[config.mk]
export PLATFORM = sky130hd
export DESIGN_NAME = exception_unit
export DESIGN_NICKNAME = d
export VERILOG_FILES = /design/src/rtl/exc_pkg.sv /design/src/rtl/exc_priority.sv /design/src/rtl/exception_unit.sv
export SDC_FILE = /design/constraint.sdc
export NUM_CORES = 1
export LEC_CHECK = 0
export BUFFER_PORTS_ARGS = -buffer_cell sky130_fd_sc_hd__buf_2
export CAP_MARGIN = 5
export CORE_ASPECT_RATIO = 1.4
export CORE_MARGIN = 4
export CORE_UTILIZATION = 42
export DETAILED_ROUTE_END_ITERATION = 8
export GPL_TIMING_DRIVEN = 0
export PLACE_DENSITY = 0.71
export SLEW_MARGIN = 5
export SYNTH_ARGS = -nofsm -noshare
export SYNTH_HDL_FRONTEND = slang
export SYNTH_SLANG_ARGS = --single-unit
[constraint.sdc]
create_clock -name clk -period 4 [get_ports clk]
set_input_delay 1 -clock clk [delete_from_list [all_inputs] [get_ports clk]]
set_output_delay 1 -clock clk [all_outputs]
set_load 0.01 [all_outputs]
[src/rtl/exc_pkg.sv]
// Shared types and constants for the commit-side exception sequencer.
// Covers FSM states, event kinds, ExcCode values and the exception vector.
package exc_pkg;

  localparam logic [31:0] EXC_VECTOR = 32'hBFC0_0380;

  typedef enum logic [1:0] {
    IDLE,
    DRAIN,
    REDIRECT
  } state_t;

  typedef enum logic [1:0] {
    NONE,
    INT,
    EXC,
    ERET
  } kind_t;

  localparam logic [4:0] EXC_INT = 5'd0;
  localparam logic [4:0] ADEL    = 5'd4;
  localparam logic [4:0] ADES    = 5'd5;
  localparam logic [4:0] SYS     = 5'd8;
  localparam logic [4:0] BP      = 5'd9;
  localparam logic [4:0] RI      = 5'd10;
  localparam logic [4:0] OV      = 5'd12;

endpackage

[src/rtl/exc_priority.sv]
// Combinational event select at commit.
// Priority order is interrupt, then synchronous exception, then ERET.
module exc_priority
  import exc_pkg::*;
(
  input  logic       commit_valid,
  input  logic       commit_exc,
  input  logic [4:0] commit_code,
  input  logic       commit_badvaddr_en,
  input  logic       commit_eret,
  input  logic [7:0] interrupt_flag,
  input  logic       allow_interrupt,
  output kind_t      kind,
  output logic [4:0] code,
  output logic       badvaddr_en
);

  always_comb begin
    kind        = NONE;
    code        = EXC_INT;
    badvaddr_en = 1'b0;
    if (commit_valid) begin
      if (allow_interrupt && (|interrupt_flag)) begin
        kind = INT;
      end else if (commit_exc) begin
        kind        = EXC;
        code        = commit_code;
        badvaddr_en = commit_badvaddr_en;
      end else if (commit_eret) begin
        kind = ERET;
      end
    end
  end

endmodule

[src/rtl/exception_unit.sv]
// Commit-side exception sequencer: captures one event, drains memory traffic,
// then fires a single-cycle exception bundle to CP0 plus a fetch redirect.
module exception_unit
  import exc_pkg::*;
(
  input  logic        clk,
  input  logic        rst,
  input  logic        commit_valid,
  input  logic [31:0] commit_pc,
  input  logic        commit_bd,
  input  logic        commit_exc,
  input  logic [4:0]  commit_code,
  input  logic        commit_badvaddr_en,
  input  logic [31:0] commit_badvaddr,
  input  logic        commit_eret,
  input  logic [7:0]  interrupt_flag,
  input  logic        allow_interrupt,
  input  logic [31:0] epc_address,
  input  logic        mem_busy,
  output logic        exp_en,
  output logic        exp_badvaddr_en,
  output logic [31:0] exp_badvaddr,
  output logic        exp_bd,
  output logic [4:0]  exp_code,
  output logic [31:0] exp_epc,
  output logic        exl_clean,
  output logic        flush,
  output logic        stall,
  output logic        redirect_valid,
  output logic [31:0] redirect_pc
);

  state_t      state_reg, state_next;
  kind_t       kind_sel;
  logic [4:0]  code_sel;
  logic        badvaddr_en_sel;

  kind_t       kind_reg;
  logic [4:0]  code_reg;
  logic        badvaddr_en_reg;
  logic [31:0] badvaddr_reg;
  logic        bd_reg;
  logic [31:0] pc_reg;
  logic [31:0] epc_reg;

  logic        in_exl_reg;
  logic [4:0]  last_code_reg;
  logic        last_bd_reg;

  exc_priority u_priority (
    .commit_valid       (commit_valid),
    .commit_exc         (commit_exc),
    .commit_code        (commit_code),
    .commit_badvaddr_en (commit_badvaddr_en),
    .commit_eret        (commit_eret),
    .interrupt_flag     (interrupt_flag),
    .allow_interrupt    (allow_interrupt),
    .kind               (kind_sel),
    .code               (code_sel),
    .badvaddr_en        (badvaddr_en_sel)
  );

  always_ff @(posedge clk) begin
    if (rst) begin
      state_reg       <= IDLE;
      kind_reg        <= NONE;
      code_reg        <= 5'd0;
      badvaddr_en_reg <= 1'b0;
      badvaddr_reg    <= 32'd0;
      bd_reg          <= 1'b0;
      pc_reg          <= 32'd0;
      epc_reg         <= 32'd0;
      in_exl_reg      <= 1'b0;
      last_code_reg   <= 5'd0;
      last_bd_reg     <= 1'b0;
    end else begin
      state_reg <= state_next;
      if (state_reg == IDLE && kind_sel != NONE) begin
        kind_reg        <= kind_sel;
        code_reg        <= code_sel;
        badvaddr_en_reg <= badvaddr_en_sel;
        badvaddr_reg    <= commit_badvaddr;
        bd_reg          <= commit_bd;
        pc_reg          <= commit_pc;
        epc_reg         <= epc_address;
      end
      // Shadow of Status.EXL, updated in step with the CP0 write.
      if (state_reg == REDIRECT) begin
        if (kind_reg == ERET) begin
          in_exl_reg <= 1'b0;
        end else begin
          in_exl_reg <= 1'b1;
          if (!in_exl_reg) begin
            last_code_reg <= code_reg;
            last_bd_reg   <= bd_reg;
          end
        end
      end
    end
  end

  always_comb begin
    state_next      = state_reg;
    exp_en          = 1'b0;
    exp_badvaddr_en = 1'b0;
    exp_badvaddr    = 32'd0;
    exp_bd          = 1'b0;
    exp_code        = 5'd0;
    exp_epc         = 32'd0;
    exl_clean       = 1'b0;
    flush           = 1'b0;
    stall           = 1'b0;
    redirect_valid  = 1'b0;
    redirect_pc     = 32'd0;
    case (state_reg)
      IDLE: begin
        if (kind_sel != NONE) state_next = DRAIN;
      end
      DRAIN: begin
        flush = 1'b1;
        stall = 1'b1;
        if (!mem_busy) state_next = REDIRECT;
      end
      REDIRECT: begin
        flush          = 1'b1;
        stall          = 1'b1;
        exp_en         = 1'b1;
        redirect_valid = 1'b1;
        state_next     = IDLE;
        if (kind_reg == ERET) begin
          // Cause is rewritten with the values of the exception being returned from.
          exl_clean   = 1'b1;
          exp_epc     = epc_reg;
          exp_code    = last_code_reg;
          exp_bd      = last_bd_reg;
          redirect_pc = epc_reg;
        end else begin
          exp_code        = code_reg;
          exp_badvaddr_en = badvaddr_en_reg;
          exp_badvaddr    = badvaddr_reg;
          redirect_pc     = EXC_VECTOR;
          if (in_exl_reg) begin
            exp_epc = epc_reg;
            exp_bd  = last_bd_reg;
          end else begin
            exp_epc = bd_reg ? (pc_reg - 32'd4) : pc_reg;
            exp_bd  = bd_reg;
          end
        end
      end
      default: state_next = IDLE;
    endcase
  end

endmodule

[Word level (Yosys, flattened, before mapping)]
Index checks and enable logic that the tools add are counted.
W data, S select, Z words.
Word-level totals
  output and inout port bits: 108
  word-level logic and storage cells: 60
  bits in registers: 114
  input bits: 118
Cells by class
  mux-type cells: 33
  add/sub/neg operators: 1
  bitwise gates (word level): 2
  reduce and logical (&&, ||, !) cells: 8
  equal/unequal tests: 5
Operators with widths (count)
  $mux W32: 8
  $sub A32 B3 Y32 const B: 1
  $mux W5: 5
  $mux W1: 13
  $mux W2: 6
  $reduce_or A8 Y1: 1
  $eq A2 B2 Y1 const B: 2
  $pmux W2 S2: 1
  $reduce_and A3 Y1: 1
  $eq A2 B1 Y1 const B: 1
  $logic_and A1 B1 Y1: 2
  $logic_not A2 Y1: 1
  $ne A2 B1 Y1 const B: 1
  $ne A2 B2 Y1 const B: 1
  $not A1 Y1: 2
  $reduce_and A2 Y1: 1
  $reduce_bool A2 Y1: 1
  $reduce_or A2 Y1: 1

[Depth between registers and ports, before layout]
Gate-level depths: netlist of the first run.
  depth in word-level cells: 7
  mapped depth: 8
  gate-level depth less buffers: 7

[Modules after synthesis]
A second synthesis of the first run with hierarchy kept.
Unflattened totals
  cell total of the unflattened synthesis: 792
  area, all modules: 5670.4 µm²
By module, submodules not included
  exception_unit: cells an instance 771, sequential area each 2282.2 µm², area each 5556.6 µm², instances 1
  exc_priority: cells an instance 21, sequential area each 0.0 µm², area each 113.9 µm², instances 1

[Least setup slack after synthesis of the first run]
OpenSTA, ideal clock, no wires.
  path type: reg-to-output
  start: register pc_reg[11]
  end: output exp_epc[29]
  required time: 3000 ps
  cell stages (with the launch flop): 7
  slack: 936 ps
  arrival: 2064 ps
  path buffers: 1
  path through: dfxtp_1 > or4_4 > nor4_4 > buf_6 > nand3_4 > or4_1 > a32oi_1
Between the ends
  word-level cells in the longest chain between the ends: 5
Ends and longest elaborated chain
  from (decl): RTL line exception_unit.sv:43  | logic [31:0] pc_reg;
  from (signal assigned): RTL line exception_unit.sv:84  | pc_reg <= commit_pc;
  $sub A32 B3 Y32: RTL line exception_unit.sv:146  | exp_epc = bd_reg ? (pc_reg - 32'd4) : pc_reg;
  $mux W32: RTL line exception_unit.sv:146
  $mux W32: RTL line exception_unit.sv:142  | if (in_exl_reg) begin
  $mux W32: RTL line exception_unit.sv:130  | if (kind_reg == ERET) begin
  $mux W32: RTL line exception_unit.sv:115  | case (state_reg)
  to (decl): RTL line exception_unit.sv:25  | output logic [31:0] exp_epc,
No other way between the ends.

[Final worst setup path of the first run]
  start: register state_reg[0]
  end: output exp_epc[19]
Between the ends
  word-level cells in the longest chain between the ends: 2
Ends and longest elaborated chain
  from (decl): RTL line exception_unit.sv:33  | state_t state_reg, state_next;
  from (signal assigned): RTL line exception_unit.sv:77  | state_reg <= state_next;
  $eq A2 B2 Y1: RTL line exception_unit.sv:115
  $mux W32: RTL line exception_unit.sv:115
No other way between the ends.

==> flow_metrics.tcl, run 1 <==
set metrics [dict create \
    status "complete, no violations" \
    numClockSinks 114 \
    worst_clock_skew_ps 6.914 \
    cts_setup_buffers 0 \
    multiInputGateArea_um2 3003 \
    clkLatencyLatePin_ps 420 \
    worst_slew_margin_rel 0.2662 \
    synth_fp_nets 888 \
    total_drc_errors_in_the_routed_layout 0 \
    routed_wire_length_per_instance_um 15.41 \
    register_clock_pin_slew_on_the_reported_worst_setup_and_hold_paths_ps 50 \
    final-seq-area_um2 2282 \
    io_pins 226 \
    grt_start_max_net_pins 17 \
    critPathMaxFanout 10 \
    drt_pass1_iterations 5 \
    timing.reg2reg.worst_path_depth 8 \
    synthesis.yosys.warnings 0 \
    setup_tns_ps 0 \
    via_count_of_the_first_global_routing_pass 5763 \
    mostFrequentLayoutCells "sky130_fd_sc_hd__nand2_1, sky130_fd_sc_hd__buf_2, sky130_fd_sc_hd__a21oi_1" \
    cts_hold_repair.buffers 0 \
    fin_nets 1131 \
    r2r-end "pc_reg[4]" \
    worstHoldPathCells 2 \
    power_switching_mw 0.9229 \
    clockPowerShare 0.490 \
    final_area_um2 7614 \
    cts_max_level 4 \
    global_route.usage.total 0.2355 \
    cpMostUsedCell "sky130_fd_sc_hd__clkbuf_1" \
    die-area_um2 15210 \
    drive_above_1_share 0.2696 \
    rsz0062_at_grt "no" \
    ant_nets 0 \
    synth-edff-count 0 \
    post-route-worst-setup-slack_ps 234.3 \
    hpwl_mm 14.10 \
    final_min_period_over_clock_period 0.9414 \
    netlist_instances 765 \
    syn-mean-instance-area_um2 7.288 \
    clk_path_buf_depth 2 \
    ys_seq_area_frac 0.4093 \
    gr-total-overflow 0 \
    power.share.switching 0.2580 \
    grt_first_pass_wirelength_mm 28.45 \
    critPathLaunchType "flop" \
    fmaxAchievable_mhz 265.6 \
    route.vias.total 6062 \
    seq_pwr_share 0.358 \
    grt_antenna_before_repair 3 \
    postLayoutCoreUtil 0.5885 \
    rr_startpoint "state_reg[0]" \
    yosys.cell_types.count 44 \
    arrival_ps 2770 \
    numPortBuffers 224 \
    timing.critical_path.slowest_stage_cell "sky130_fd_sc_hd__clkbuf_1" \
    power_frac_comb 0.152 \
    postRouteWirelength_mm 18.51 \
    dp_slack_ps 474.6 \
    tritoncts.num_buffers 17 \
    endpoints_failing_hold 0 \
    critPathKind "flop to output pin" \
    floorplan.initialDensity 0.4310 \
    worst_setup_path_end_kind "output pin" \
    holdWs_ps 448.8 \
    count_of_standard_cell_rows 49 \
    drt-initial-drc-count 314 \
    final.min_clock_period_ps 3766 \
    placedInstanceArea_um2 6919 \
    synth-seq-cells 114 \
    timing.critical_path.slowest_cell_delay_ps 510 \
    area.growth.synth_to_final_pct 36.56 \
    cp.required_ps 3000 \
    core_area_um2 12940 \
    detail_route.vias_per_cell 5.047 \
    die_height_um 144.3 \
    routabilityCongestion 0.8856 \
    async_flop_share 0 \
    cts_tree "done" \
    max_slew.worst_pin.slew_ps 1101 \
    power.internal_mw 2.654 \
    worst_hold_path.endpoint "badvaddr_reg[9]" \
    final-max-slew-violation-count 0 \
    netlist_area_um2 5575 \
    hold_path_class "flop to flop" \
    final-setup-viol-count 0 \
    cellLeakagePower_nw 3.598 \
    timing.max_cap.violations 0 \
    cp_cell_sequence "inv_1, ha_1, clkbuf_1, clkbuf_1, o21ai_0, a21oi_1, buf_2" \
    die_width_um 105.4 \
    powerDensity_nw_per_um2 469.9 \
    layout_commonest_cell "sky130_fd_sc_hd__nand2_1" \
    post_synth_top_flop "sky130_fd_sc_hd__dfxtp_1" \
    holdCritStartpoint "badvaddr_reg[9]" \
    layout.filler_cells 1303 \
    clock-root-buffer "sky130_fd_sc_hd__clkbuf_16" \
    ir_drop_mv 0.2915 \
    reg2reg_slack_ps 1280 \
]
[area by class of cell]
| class | instances | area share |
|---|---|---|
| sequential | 114 | 0.2998 |
| timing repair buffer | 224 | 0.1472 |
| antenna | 3 | 0.0009860 |
| clock buffer | 22 | 0.06360 |
| multi-input combinational | 581 | 0.3944 |
| clock inverter | 9 | 0.02629 |
| buffer | 63 | 0.03500 |
| inverter | 7 | 0.003451 |
| tap | 178 | 0.02925 |
[critical path, delay by kind of cell (launching register included)]
kind            cells  cell delay (ps)
buf+inv             4             1250
fa+ha+maj           1              410
compound gates      2              370
flops               1              320
[synthesized netlist by cell type (all sizes together) (6+ instances only)]
master | instances | area [um2]
a21oi | 134 | 670.6
nand2 | 250 | 938.4
a22oi | 7 | 52.55
inv | 7 | 26.28
and3 | 36 | 225.2
nor2 | 13 | 48.80
buf | 12 | 71.31
nor3 | 6 | 30.03
nand3b | 8 | 60.06
nand3 | 15 | 87.59
clkbuf | 51 | 192.7
o21ai | 10 | 50.04
xor2 | 18 | 157.7
dfxtp | 114 | 2282
or4 | 8 | 67.56
and2 | 21 | 131.4
[stage by stage]
step | std cells | power, mW
3_3_place_gp | 1167 | 1.835
6_report | 1201 | 3.577
2_1_floorplan | 765 | 1.641
5_1_grt | 1201 | 3.723
3_5_place_dp | 1167 | 1.845
4_1_cts | 1198 | 3.598
[worst max path at each step]
stage / start / endpoint / slack [ps] / depth (start not counted)
floorplan: pc_reg[11] / exp_epc[29] / 940 / 6
global placement: state_reg[0] / exp_epc[29] / 400 / 7
detailed placement: state_reg[0] / exp_epc[29] / 470 / 7
CTS: state_reg[0] / exp_epc[29] / 10 / 7
global route: state_reg[0] / exp_epc[19] / 0.9 / 7
finish: state_reg[0] / exp_epc[19] / 230 / 7
[power groups by stage]
stage / sequential (mW) / combinational (mW) / clock [mW]
floorplan: 1.29 / 0.355 / 0
global placement: 1.30 / 0.536 / 0
detailed placement: 1.30 / 0.542 / 0
CTS: 1.28 / 0.546 / 1.77
global route: 1.29 / 0.609 / 1.82
finish: 1.28 / 0.544 / 1.75
[cell families after synthesis]
logic type      synth area share
flops                     0.4093
xor+xnor                 0.03299
simple gates              0.3137
fa+ha+maj                0.01122
compound gates            0.1717
mux                     0.008977
buf+inv                  0.05206
[routing by layer]
layer / share of wire / vias to the layer above / GRT usage
li1: - / 3064 / -
met1: 0.39 / 2756 / 0.2619
met2: 0.52 / 213 / 0.4318
met3: 0.069 / 29 / 0.05404
met4: 0.021 / 0 / 0.09744
met5: 0 / - / 0
[what timing repair did]
| item | in CTS | in global routing |
|---|---|---|
| gates resized for setup | 0 | 4 |
| endpoints found under the hold margin | 0 | 0 |
| endpoints found under the setup margin | 0 | 10 |
No activity file was read; power rests on OpenSTA's default activity.
==> run 2: changes to the inputs <==
- CORE_UTILIZATION: 42 -> 40
- PLACE_DENSITY: 0.71 -> 0.68
- clock period: 4 -> 3.6 ns (I/O delays scaled with it)
==> run 2 against run 1 <==
Net effect:
- via count up 0.78%
- hold slack worse by 0.62 ps
- final cell count up 0.75%
- largest power group unchanged
- sequential share of layout area up 0.25 points
- power up 2.2%
- first-iteration DRC count down 19%
- combinational power up 18%
- count of clock-buffer cells in the layout up 1
- die area up 4.7%
- critical path depth unchanged
==> flow_metrics.tcl, run 2 (same netlist as run 1, synthesis figures left out) <==
set metrics [dict create \
    detail_route.vias_per_cell 5.049 \
    cp_cell_sequence "or4_4, nor4_4, buf_6, nand3_4, or4_1, a32oi_1, buf_2" \
    final-max-slew-violation-count 0 \
    power.internal_mw 2.603 \
    final-setup-viol-count 0 \
    post-route-worst-setup-slack_ps 70.42 \
    final_min_period_over_clock_period 0.9804 \
    grt_antenna_before_repair 3 \
    mostFrequentLayoutCells "sky130_fd_sc_hd__nand2_1, sky130_fd_sc_hd__buf_2, sky130_fd_sc_hd__a21oi_1" \
    grt_first_pass_wirelength_mm 30.30 \
    die_height_um 147.7 \
    dr_wl_met3_mm 1.400 \
    seq_pwr_share 0.389 \
    die-area_um2 15920 \
    route.met2.wl_mm 9.970 \
    max_slew.worst_pin.slew_ps 979.0 \
    report.power.total_mw 3.655 \
    highest_layer "met5" \
    routabilityCongestion 0.8517 \
    multiInputGateArea_um2 3018 \
    route.vias.total 6109 \
    cts_hold_repair.buffers 0 \
    worst_slew_margin_rel 0.3474 \
    ir_drop_mv 0.2486 \
    floorplan.initialDensity 0.4126 \
    cellLeakagePower_nw 3.577 \
    fmaxAchievable_mhz 283.3 \
    timing.max_cap.violations 0 \
    endpoints_failing_hold 0 \
    global_route.usage.total 0.2422 \
    path_buf_inv 2 \
    timing.critical_path.slowest_stage_cell "sky130_fd_sc_hd__or4_4" \
    status "complete, no violations" \
    clock-root-buffer "sky130_fd_sc_hd__clkbuf_16" \
    clockPowerShare 0.435 \
    power_frac_comb 0.175 \
    critPathMaxFanout 4 \
    routed_wire_length_per_instance_um 16.01 \
    io_pins 226 \
    grt_start_max_net_pins 17 \
    worst_setup_path_end_kind "output pin" \
    critical_path.top_delay_family "simple AND/OR/NAND/NOR gates" \
    cts_tree "done" \
    holdWs_ps 448.2 \
    cts_max_level 4 \
    arrival_ps 2630 \
    timing.critical_path.slowest_cell_delay_ps 570 \
    hpwl_mm 14.86 \
    met1Wirelength_mm 7.432 \
    critPathKind "flop to output pin" \
    placedInstanceArea_um2 6924 \
    worst_clock_skew_ps 8.973 \
    layout_commonest_cell "sky130_fd_sc_hd__nand2_1" \
    die_width_um 107.8 \
    power_switching_mw 1.052 \
    total_drc_errors_in_the_routed_layout 0 \
    drive_above_1_share 0.2795 \
    core_area_um2 13510 \
    cp.required_ps 2700 \
    numPortBuffers 224 \
    count_of_standard_cell_rows 50 \
    register_clock_pin_slew_on_the_reported_worst_setup_and_hold_paths_ps 50 \
    tritoncts.num_buffers 17 \
    layout.filler_cells 1440 \
    clk_path_buf_depth 2 \
    fin_nets 1137 \
    drt_pass1_iterations 5 \
    final-seq-area_um2 2286 \
    hold_path_class "flop to flop" \
    postRouteWirelength_mm 19.37 \
    power.share.switching 0.2878 \
    area.growth.synth_to_final_pct 35.66 \
    drt-initial-drc-count 254 \
    gr-total-overflow 0 \
    critPathLaunchType "flop" \
    clkLatencyLatePin_ps 410 \
    final.min_clock_period_ps 3530 \
    final_area_um2 7564 \
    powerDensity_nw_per_um2 483.2 \
    rsz0062_at_grt "yes" \
    via_count_of_the_first_global_routing_pass 6104 \
    numClockSinks 114 \
    dp_slack_ps 128.5 \
    ant_nets 0 \
]
==> run 2: changes by cell type in the layout (fill, tap and decap cells not counted), moves of 2 or more <==
cell and change:
sky130_fd_sc_hd__diode_2 -2, sky130_fd_sc_hd__clkbuf_4 +2, sky130_fd_sc_hd__clkinv_2 +3, sky130_fd_sc_hd__bufinv_16 -5, sky130_fd_sc_hd__buf_2 -2, sky130_fd_sc_hd__clkbuf_2 +2, sky130_fd_sc_hd__buf_4 +7
==> run 2: cell type report <==
type / instances / share of cell area
Clock buffer: 23 / 0.06319
Multi-Input combinational cell: 581 / 0.3990
Sequential cell: 114 / 0.3022
Inverter: 7 / 0.003474
Buffer: 62 / 0.03573
Antenna cell: 1 / 0.0003309
Tap cell: 182 / 0.03011
Clock inverter: 9 / 0.01075
Timing Repair Buffer: 231 / 0.1552
==> run 2: path summary, 6_finish.rpt <==
check                        start                to  depth (start not counted)  slack (ps)
setup / recovery        pc_reg[11]       exp_epc[29]                          7          70
hold / removal    badvaddr_reg[24]  badvaddr_reg[24]                          2         450
hold reg to reg   badvaddr_reg[24]  badvaddr_reg[24]                          2         450
setup reg to reg      state_reg[0]        pc_reg[10]                          8        1090
==> run 2: power by group through the flow <==
stage	Sequential (mW)	Clock (mW)	Combinational, mW
6_report	1.42	1.59	0.641
5_1_grt	1.43	1.67	0.716
4_1_cts	1.42	1.61	0.635
3_5_place_dp	1.45	0	0.614
3_3_place_gp	1.45	0	0.608
2_1_floorplan	1.43	0	0.394
==> run 2: stage by stage <==
stage	util	std cells	setup TNS, ps
global route	0.5597	1210	-13.48
finish	0.5597	1210	0
detailed placement	0.5124	1171	0
floorplan	-	765	0
CTS	0.5567	1206	0
global placement	0.5124	1171	0
==> run 2: repair_timing <==
item | CTS | global route
setup buffers | 4 | 3
resized for setup | 5 | 9
pin swaps | 3 | 2
endpoints found under the setup margin | 33 | 10
==> run 2: worst min-delay path, cell delays in order (launching register included) <==
cell and delay, ps:
sky130_fd_sc_hd__dfxtp_1 300, sky130_fd_sc_hd__nand2_1 50, sky130_fd_sc_hd__a21oi_1 50
==> run 2: layer usage <==
| metal | global-route usage | vias to the layer above |
|---|---|---|
| met1 | 0.2691 | 2770 |
| met2 | 0.4362 | 219 |
| li1 | - | 3082 |
| met4 | 0.1017 | 4 |
| met5 | 0 | - |
| met3 | 0.05679 | 34 |
